==> config.mk <==
export PLATFORM = sky130hd
export DESIGN_NAME = uart_tx_frame
export DESIGN_NICKNAME = d
export VERILOG_FILES = /design/src/rtl/uart_tx_frame.sv
export SDC_FILE = /design/constraint.sdc
export NUM_CORES = 1
export LEC_CHECK = 0
export CORE_MARGIN = 8
export CORE_UTILIZATION = 52
export DETAILED_ROUTE_END_ITERATION = 6
export PLACE_DENSITY_LB_ADDON = 0.25
export SYNTH_ARGS = -nofsm -noshare
export SYNTH_HDL_FRONTEND = slang
export SYNTH_SLANG_ARGS = --single-unit
==> constraint.sdc <==
create_clock -name clk -period 2.7 [get_ports clk]
set_input_delay 0.27 -clock clk [delete_from_list [all_inputs] [get_ports clk]]
set_output_delay 0.27 -clock clk [all_outputs]
set_load 0.03 [all_outputs]
==> src/rtl/uart_tx_frame.sv <==
// ---------------------------------------------------------------------------
// uart_tx_frame
//   Parametrised UART transmitter. A word is accepted on a valid/ready
//   handshake, latched into a shift register and serialised as
//   start(0) / DATA_BITS data bits LSB first / optional parity / STOP_BITS
//   stop bits(1). Each bit lasts BAUD_DIV clk cycles.
//
//   Optional build macro: UART_TX_FIFO_EN
//     When defined, a FIFO_DEPTH-entry FIFO buffers words in front of the
//     serialiser. tx_ready then means "FIFO not full".
//
// Ports
//   clk       in   system clock
//   rst_n     in   asynchronous active-low reset
//   tx_data   in   [DATA_BITS] word to send
//   tx_valid  in   tx_data is valid
//   tx_ready  out  a word can be accepted this cycle
//   tx        out  registered serial line, idle high
//   busy      out  frame in progress (or FIFO non-empty with the FIFO built)
// ---------------------------------------------------------------------------
module uart_tx_frame #(
    parameter int BAUD_DIV    = 5208,
    parameter int DATA_BITS   = 8,
    parameter int PARITY_MODE = 0,
    parameter int STOP_BITS   = 1,
    parameter int FIFO_DEPTH  = 4
) (
    input  logic                 clk,
    input  logic                 rst_n,
    input  logic [DATA_BITS-1:0] tx_data,
    input  logic                 tx_valid,
    output logic                 tx_ready,
    output logic                 tx,
    output logic                 busy
);

    localparam int BAUD_W = $clog2(BAUD_DIV);
    localparam int BIT_W  = $clog2(DATA_BITS);

    typedef enum logic [2:0] {
        S_IDLE   = 3'd0,
        S_START  = 3'd1,
        S_DATA   = 3'd2,
        S_PARITY = 3'd3,
        S_STOP   = 3'd4
    } state_t;

    // Reject illegal configurations at elaboration.
    if (BAUD_DIV < 2 || DATA_BITS < 5 || DATA_BITS > 9 ||
        PARITY_MODE < 0 || PARITY_MODE > 2 ||
        (STOP_BITS != 1 && STOP_BITS != 2) ||
        FIFO_DEPTH < 2 || (FIFO_DEPTH & (FIFO_DEPTH - 1)) != 0) begin : g_bad_param
        $error("uart_tx_frame: illegal parameter value");
    end

    state_t                 r_state,    w_state_nxt;
    logic [BAUD_W-1:0]      r_baud_cnt, w_baud_nxt;
    logic [BIT_W-1:0]       r_bit_cnt,  w_bit_nxt;
    logic [DATA_BITS-1:0]   r_shift,    w_shift_nxt;
    logic                   r_par,      w_par_nxt;
    logic                   r_tx,       w_tx_bit;
    logic                   r_en;

    logic                   w_baud_last;
    logic                   w_data_last;
    logic                   w_stop_last;
    logic                   w_ser_free;
    logic                   w_load;
    logic [DATA_BITS-1:0]   w_load_data;
    logic                   w_par_in;

    // tx_ready must stay low while reset is asserted and rise on the first
    // edge after release, so the ready path is gated by this flag.
    // NOTE: sequential state is always written with non-blocking (<=)
    // assignments so every flop samples pre-edge values.
    always_ff @(posedge clk or negedge rst_n) begin
        if (!rst_n) r_en <= 1'b0;
        else        r_en <= 1'b1;
    end

    assign w_baud_last = (r_baud_cnt == BAUD_W'(BAUD_DIV - 1));
    assign w_data_last = (r_bit_cnt  == BIT_W'(DATA_BITS - 1));
    assign w_stop_last = (r_bit_cnt  == BIT_W'(STOP_BITS - 1));

    // Serialiser can take a new word in IDLE, or in the very last cycle of
    // the final stop bit so back-to-back frames have no idle gap.
    assign w_ser_free = r_en && ((r_state == S_IDLE) ||
                                 (r_state == S_STOP && w_baud_last && w_stop_last));

    // odd -> ~^data, even -> ^data
    assign w_par_in = (PARITY_MODE == 1) ? ~^w_load_data : ^w_load_data;

`ifdef UART_TX_FIFO_EN
    localparam int PTR_W = $clog2(FIFO_DEPTH);

    logic [DATA_BITS-1:0] r_mem [FIFO_DEPTH];
    logic [PTR_W-1:0]     r_wr_ptr;
    logic [PTR_W-1:0]     r_rd_ptr;
    logic [PTR_W:0]       r_count;   // one extra bit distinguishes full from empty
    logic                 w_fifo_empty;
    logic                 w_fifo_full;
    logic                 w_push;

    assign w_fifo_empty = (r_count == '0);
    assign w_fifo_full  = (r_count == (PTR_W + 1)'(FIFO_DEPTH));
    assign tx_ready     = r_en & ~w_fifo_full;
    assign w_push       = tx_valid & tx_ready;
    assign w_load       = w_ser_free & ~w_fifo_empty;
    assign w_load_data  = r_mem[r_rd_ptr];
    assign busy         = (r_state != S_IDLE) | ~w_fifo_empty;

    // NOTE: the storage array is deliberately not reset; clearing the
    // pointers and count is what makes the FIFO empty.
    always_ff @(posedge clk) begin
        if (w_push) r_mem[r_wr_ptr] <= tx_data;
    end

    // Pointers wrap naturally because FIFO_DEPTH is a power of two.
    always_ff @(posedge clk or negedge rst_n) begin
        if (!rst_n) begin
            r_wr_ptr <= '0;
            r_rd_ptr <= '0;
            r_count  <= '0;
        end else begin
            if (w_push) r_wr_ptr <= r_wr_ptr + 1'b1;
            if (w_load) r_rd_ptr <= r_rd_ptr + 1'b1;
            r_count <= r_count + {{PTR_W{1'b0}}, w_push} - {{PTR_W{1'b0}}, w_load};
        end
    end
`else
    assign tx_ready    = w_ser_free;
    assign w_load      = w_ser_free & tx_valid;
    assign w_load_data = tx_data;
    assign busy        = (r_state != S_IDLE);
`endif

    // Next-state logic. w_tx_bit is the line level of the current state; it
    // is registered into r_tx, so tx lags the state by one edge and the start
    // bit appears on the edge after the transfer.
    // NOTE: every variable gets a default before the case so no latch is
    // inferred on paths that do not assign it.
    always_comb begin
        w_state_nxt = r_state;
        w_baud_nxt  = w_baud_last ? '0 : r_baud_cnt + 1'b1;
        w_bit_nxt   = r_bit_cnt;
        w_shift_nxt = r_shift;
        w_par_nxt   = r_par;
        w_tx_bit    = 1'b1;

        case (r_state)
            S_IDLE: begin
                w_baud_nxt = '0;
            end
            S_START: begin
                w_tx_bit = 1'b0;
                if (w_baud_last) begin
                    w_state_nxt = S_DATA;
                    w_bit_nxt   = '0;
                end
            end
            S_DATA: begin
                w_tx_bit = r_shift[0];
                if (w_baud_last) begin
                    w_shift_nxt = r_shift >> 1;
                    if (w_data_last) begin
                        w_bit_nxt   = '0;
                        w_state_nxt = (PARITY_MODE == 0) ? S_STOP : S_PARITY;
                    end else begin
                        w_bit_nxt = r_bit_cnt + 1'b1;
                    end
                end
            end
            S_PARITY: begin
                w_tx_bit = r_par;
                if (w_baud_last) begin
                    w_state_nxt = S_STOP;
                    w_bit_nxt   = '0;
                end
            end
            S_STOP: begin
                w_tx_bit = 1'b1;
                if (w_baud_last) begin
                    if (w_stop_last) begin
                        w_state_nxt = S_IDLE;
                        w_bit_nxt   = '0;
                    end else begin
                        w_bit_nxt = r_bit_cnt + 1'b1;
                    end
                end
            end
            default: begin
                w_state_nxt = S_IDLE;
            end
        endcase

        // A new word overrides the end-of-frame transition; the baud counter
        // restarts at 0 so the start bit is phase-locked to the transfer.
        if (w_load) begin
            w_state_nxt = S_START;
            w_baud_nxt  = '0;
            w_bit_nxt   = '0;
            w_shift_nxt = w_load_data;
            w_par_nxt   = w_par_in;
        end
    end

    always_ff @(posedge clk or negedge rst_n) begin
        if (!rst_n) begin
            r_state    <= S_IDLE;
            r_baud_cnt <= '0;
            r_bit_cnt  <= '0;
            r_shift    <= '0;
            r_par      <= 1'b0;
            r_tx       <= 1'b1;
        end else begin
            r_state    <= w_state_nxt;
            r_baud_cnt <= w_baud_nxt;
            r_bit_cnt  <= w_bit_nxt;
            r_shift    <= w_shift_nxt;
            r_par      <= w_par_nxt;
            r_tx       <= w_tx_bit;
        end
    end

    assign tx = r_tx;

endmodule
Word level (Yosys, flattened, before mapping)
Index checks and enable logic that the tools add are counted.

storage, ports and cells
  register bits = 30
  input bits = 11
  bits in latches = 0
  output and inout bits = 3
  memory bits (read-only) = 0
  memories = 0
  memory bits (writable) = 0
  logic and storage cells = 61

operators by class
  muxes and demuxes = 22
  bitwise logic cells = 1
  divide/modulo/power cells = 0
  add/subtract/negate cells = 2
  $lt $le $gt $ge = 0
  reductions and logical operators = 15
  eq/ne operators = 14
  shift-type cells = 0
  $mul = 0

operator list
  kind                                                   number
  2-to-1 mux 13 bit                                      3
  2-to-1 mux 3 bit                                       13
  2-to-1 mux 8 bit                                       3
  inequality test 3 bit, second input constant           6
  case mux 3 bit (5 select lines)                        1
  adder 13 x 1 -> 13 bit, second input constant          1
  == test 13 bit, second input constant                  1
  case mux 3 bit (3 select lines)                        1
  XOR reduction 8 bit                                    1
  AND reduction 7 bit                                    1
  == test 3 x 2 -> 1 bit, second input constant          2
  == test 3 bit, second input constant                   2
  logical NOT 3 bit                                      2
  AND reduction 4 bit                                    1
  nonzero test 2 bit                                     2
  nonzero test 4 bit                                     1
  adder 3 x 1 -> 3 bit, second input constant            1
  == test 3 x 1 -> 1 bit, second input constant          1
  logical AND 1 bit                                      3
  inequality test 3 x 1 -> 1 bit, second input constant  1
  case mux 1 bit (3 select lines)                        1
  nonzero test 3 bit                                     1
  inequality test 2 bit, second input constant           1
  AND reduction 2 bit                                    1
  other kinds (3)                                        3

Depth between registers and ports, before layout
Gate-level depths: netlist (run 1).

  depth after elaboration = 8
  mapped depth = 7
  depth with buffers taken out = 6

Worst setup path after synthesis (run 1)
Ideal clock, no wire load.

  kind = register -> register
  from = reg r_baud_cnt[8]
  to = reg r_par
  cell stages (with the launch flop) = 6
  buffers on the path = 1
  clock period less this slack = 2.095 ns
  slack = 0.605 ns
  arrival time = 1.970 ns
  library setup time = 0.125 ns
  data required time = 2.575 ns
  cells stage by stage = dfrtp_1 > or4b_4 > o41ai_4 > nand4_4 > buf_6 > mux2_4

on the way
  cells in the longest elaborated chain, start to end = 6

RTL lines
  element                         line  text
  start: declaration              57    logic [BAUD_W-1:0] r_baud_cnt, w_baud_nxt;
  start signal: assignment        217   r_baud_cnt <= w_baud_nxt;
  == test 13 bit                  81    assign w_baud_last = (r_baud_cnt == BAUD_W'(BAUD_DIV - 1));
  logical AND 1 bit (2 in a row)  88    (r_state == S_STOP && w_baud_last && w_stop_last));
  logical OR 1 bit                87    assign w_ser_free = r_en && ((r_state == S_IDLE) ||
  logical AND 1 bit               87
  AND 1 bit                       132   assign w_load = w_ser_free & tx_valid;
  end signal: assignment          220   r_par <= w_par_nxt;
  end: declaration                60    logic r_par, w_par_nxt;

No other way between the ends.
A chain may end at the register's enable or synchronous reset.

Worst setup path after layout (run 1)
  from = reg r_baud_cnt[8]
  to = out tx_ready

on the way
  cells in the longest elaborated chain, start to end = 5

RTL lines
  element                         line  text
  == test 13 bit                  81
  logical AND 1 bit (2 in a row)  88
  logical OR 1 bit                87
  logical AND 1 bit               87
  end: declaration                32    output logic tx_ready,

No other way between the ends.

==> out/qor.csv, run 1 <==
stage,metric,value,unit
clock_network,cts_sinks,30,
logic_synthesis,synth_cells,156,
routing,drt-initial-drc-count,77,
logic_synthesis,synth_edf_count,0,
floorplan,io-pin-count,14,
clock_network,path_clk_slew,90,ps
sta,fin_crit_sh,94.7,%
place,placed_cell_area,1880,um2
clock_network,clockBufferDepth,2,
power_and_ir_drop,sw_frac_of_total,22.4,%
clock_network,clk_latency,330,ps
sta,slew_viol_final,0,
power_and_ir_drop,peakVddDrop,220,uV
sta,finalSetupViolations,0,
logic_synthesis,syn_nets,171,
min_path,hold_path.class,input port to asynchronous set/reset pin,
clock_network,htreeDepth,2,
sta,fmax,0.391,GHz
logic_synthesis,yosysSeqAreaShare,43.8,%
place,dp_cells,211,
floorplan,core,3260,um2
sta,finalSetupTns,0,ps
routing,wl_met1,1480,um
worst_setup_path,end_kind,primary output,
clock_network,cts_tree,yes,
sta,period_minus_slack,2560,ps
power_and_ir_drop,p_comb_share,6.2,%
logic_synthesis,syn_area,1720,um2
place,dpl.hpwl,2360,um
sta,slew_headroom,52.8,%
routing,vias,1189,
floorplan,die_area,5400,um2
routing,viasPerCell,5.43,
power_and_ir_drop,p_sw,0.167,mW
place,io_buffers,13,
sta,tightest_slew,703,ps
place,place.gp.congestion,0.798,
logic_synthesis,synth_compound_area_share,6.92,%
logic_synthesis,synthArstFlopShare,100,%
logic_synthesis,avgSynthCellArea,11.0,um2
global_route,grtUsageTotal,14.0,%
layout,finalNonFillerCells,219,
logic_synthesis,synthMuxAreaShare,11.5,%
power_and_ir_drop,clkPwrFrac,33.4,%
floorplan,initial_core_util,52.7,%
floorplan,rows,21,
clock_network,hold_buffers,0,
layout,finalInstanceArea,1930,um2
sta,holdWs,325,ps
routing,drt_first_pass_iters,4,
global_route,grt_pass1_wl,5750,um
global_route,grt_max_degree,31,
routing,dr_wl_met2,1590,um
sta,fin_skew,6.72,ps
layout,area_growth_syn_to_layout,12.1,%
power_and_ir_drop,intPower,0.579,mW
sta,rsz0062_at_grt,false,
routing,dr_wl_met3,111,um
logic_synthesis,synth_fa_ha_area_share,2.91,%
power_and_ir_drop,power,0.745,mW
layout,final_cell_mix,"29 x dfrtp_1, 14 x nor2_1, 12 x clkdlybuf4s50_1, 10 x xor2_1",
worst_setup_path,cp.arrival,2290,ps
clock_network,clockRootBuffer,clkbuf_4,
layout,num_antenna_cells,0,
routing,top_layer,met4,
routing,wl_per_cell,14.7,um
routing,drc,0,
clock_network,cts_inserted_buffers,5,
power_and_ir_drop,power_leakage,0.867,nW
global_route,grt_overflow,0,
logic_synthesis,synth_top_family_by_area,simple AND/OR/NAND/NOR gates,
layout,layout-drive-gt1-share,17.9,%
logic_synthesis,synth_simple_gate_area_share,22.4,%
run,maxCapViolCount,0,
sta,hold_viol,0,
logic_synthesis,yosysUniqueCellTypes,46,
logic_synthesis,synth_seq_cells,30,
routing,totalWireLength,3230,um
logic_synthesis,yosys_warnings,0,
power_and_ir_drop,pwr-share-seq,60.4,%
outcome,run_status,completed,
worst_setup_path,crit_type,flop to primary output,
layout,final_common_cell,dfrtp_1,
worst_setup_path,start_kind,flop,
power_and_ir_drop,pwr_density_cell,387,nW/um2
global_route,grt_pass1_vias,1250,
floorplan,die-width,73.5,um
worst_setup_path,required,2430,ps
global_route,antenna_found_initial,0,
logic_synthesis,ys.flop_type,dfrtp_1,
logic_synthesis,synth_xor_area_share,8.67,%
floorplan,die_h,73.5,um
worst_setup_path,critPathMaxFanout,5,
routing,ant_nets,0,
layout,fin_nets,187,
logic make-up after synthesis:
family,after synthesis
AOI/OAI and AO/OA,17
xor gates and xnor gates,17
adders and majority gates,4
buffers and inverters,10
DFF,30
muxes,16
other,1
and+or+nand+nor,61
registers in the layout, summed over array words and instances (netlist names):
signal and flops:
r_state 3, r_shift 8, r_baud_cnt 13, tx 1, r_par 1, r_bit_cnt 3
r_en 1
what timing repair did:
item                                    in CTS  in global routing
buffers inserted                             0                  0
gates resized for setup                      1                  1
endpoints found under the setup margin       1                  1
pin swaps                                    0                  0
cloned                                       0                  0
area by class of cell:
type                    count  area, um2
fillers                   307       1330
multi-input cells         116        903
flip-flops and latches     30        752
repair buffers             16        153
well taps                  46       57.6
clock buffers               8       48.8
inverters                   3       11.3
path summary, 6_finish.rpt:
path / startpoint / endpoint / slack, ps / cells past startpoint
max: r_baud_cnt[8] / tx_ready / 140 / 4
min: rst_n / r_baud_cnt[12] / 320 / 2
max reg2reg: r_baud_cnt[8] / r_shift[2] / 380 / 5
min reg2reg: r_baud_cnt[0] / r_baud_cnt[0] / 460 / 1
max in group asynchronous: rst_n / tx / 2040 / 2
min in group clk: r_baud_cnt[0] / r_baud_cnt[0] / 460 / 1
Yosys cell counts, types with 2 or more instances:
cell | count | area, um2
inv_1 | 3 | 11.3
nor2_1 | 14 | 52.6
mux2_2 | 8 | 90.1
o21ai_0 | 8 | 40.0
a21boi_0 | 3 | 22.5
and3_2 | 2 | 15.0
nor3b_1 | 2 | 15.0
buf_6 | 2 | 22.5
a21oi_1 | 3 | 15.0
nand4_1 | 6 | 37.5
mux2_1 | 2 | 22.5
nand2_1 | 6 | 22.5
dfrtp_1 | 29 | 726
ha_1 | 4 | 50.1
clkbuf_1 | 3 | 11.3
nand2b_1 | 2 | 12.5
and2_1 | 3 | 18.8
nand3_1 | 7 | 35.0
mux2_4 | 5 | 75.1
xor2_1 | 10 | 87.6
nand3b_1 | 2 | 15.0
xnor2_1 | 7 | 61.3
or3_1 | 2 | 12.5
power by group through the flow:
stage | clock network, mW | logic [mW] | registers (mW)
2_1_floorplan | 0 | 0.0178 | 0.459
3_3_place_gp | 0 | 0.0461 | 0.459
3_5_place_dp | 0 | 0.0470 | 0.459
4_1_cts | 0.260 | 0.0471 | 0.451
5_1_grt | 0.278 | 0.0511 | 0.451
6_report | 0.249 | 0.0460 | 0.451
stage by stage:
| step | setup WS, ps | util [%] |
|---|---|---|
| 2_1_floorplan | 605 | - |
| 3_3_place_gp | 228 | 57.6 |
| 3_5_place_dp | 192 | 57.6 |
| 4_1_cts | 100 | 59.1 |
| 5_1_grt | 18.6 | 59.1 |
| 6_report | 143 | 59.1 |
metal layers:
metal  up-vias  track usage [%]
met3         5             5.18
met5         -                0
met4         0             4.66
met1       580             16.5
li1        586                -
met2        18             22.6
worst max-delay path: stages, from the launching register on:
cell and delay [ps]:
dfrtp_1 440, or4b_4 570, o41ai_4 370, and3_2 210
clkdlybuf4s15_1 370
(Power assumes the default switching activity.)
==> run 2, diff against run 1 <==
--- a/config.mk
+++ b/config.mk
@@ -7,6 +7,7 @@
 export LEC_CHECK = 0
 export CORE_MARGIN = 8
 export CORE_UTILIZATION = 52
+export CTS_CLUSTER_SIZE = 28
 export DETAILED_ROUTE_END_ITERATION = 6
 export PLACE_DENSITY_LB_ADDON = 0.25
 export SYNTH_ARGS = -nofsm -noshare
==> results of run 2 <==
No change in the layout: final DEF, timing and power equal those of run 1.
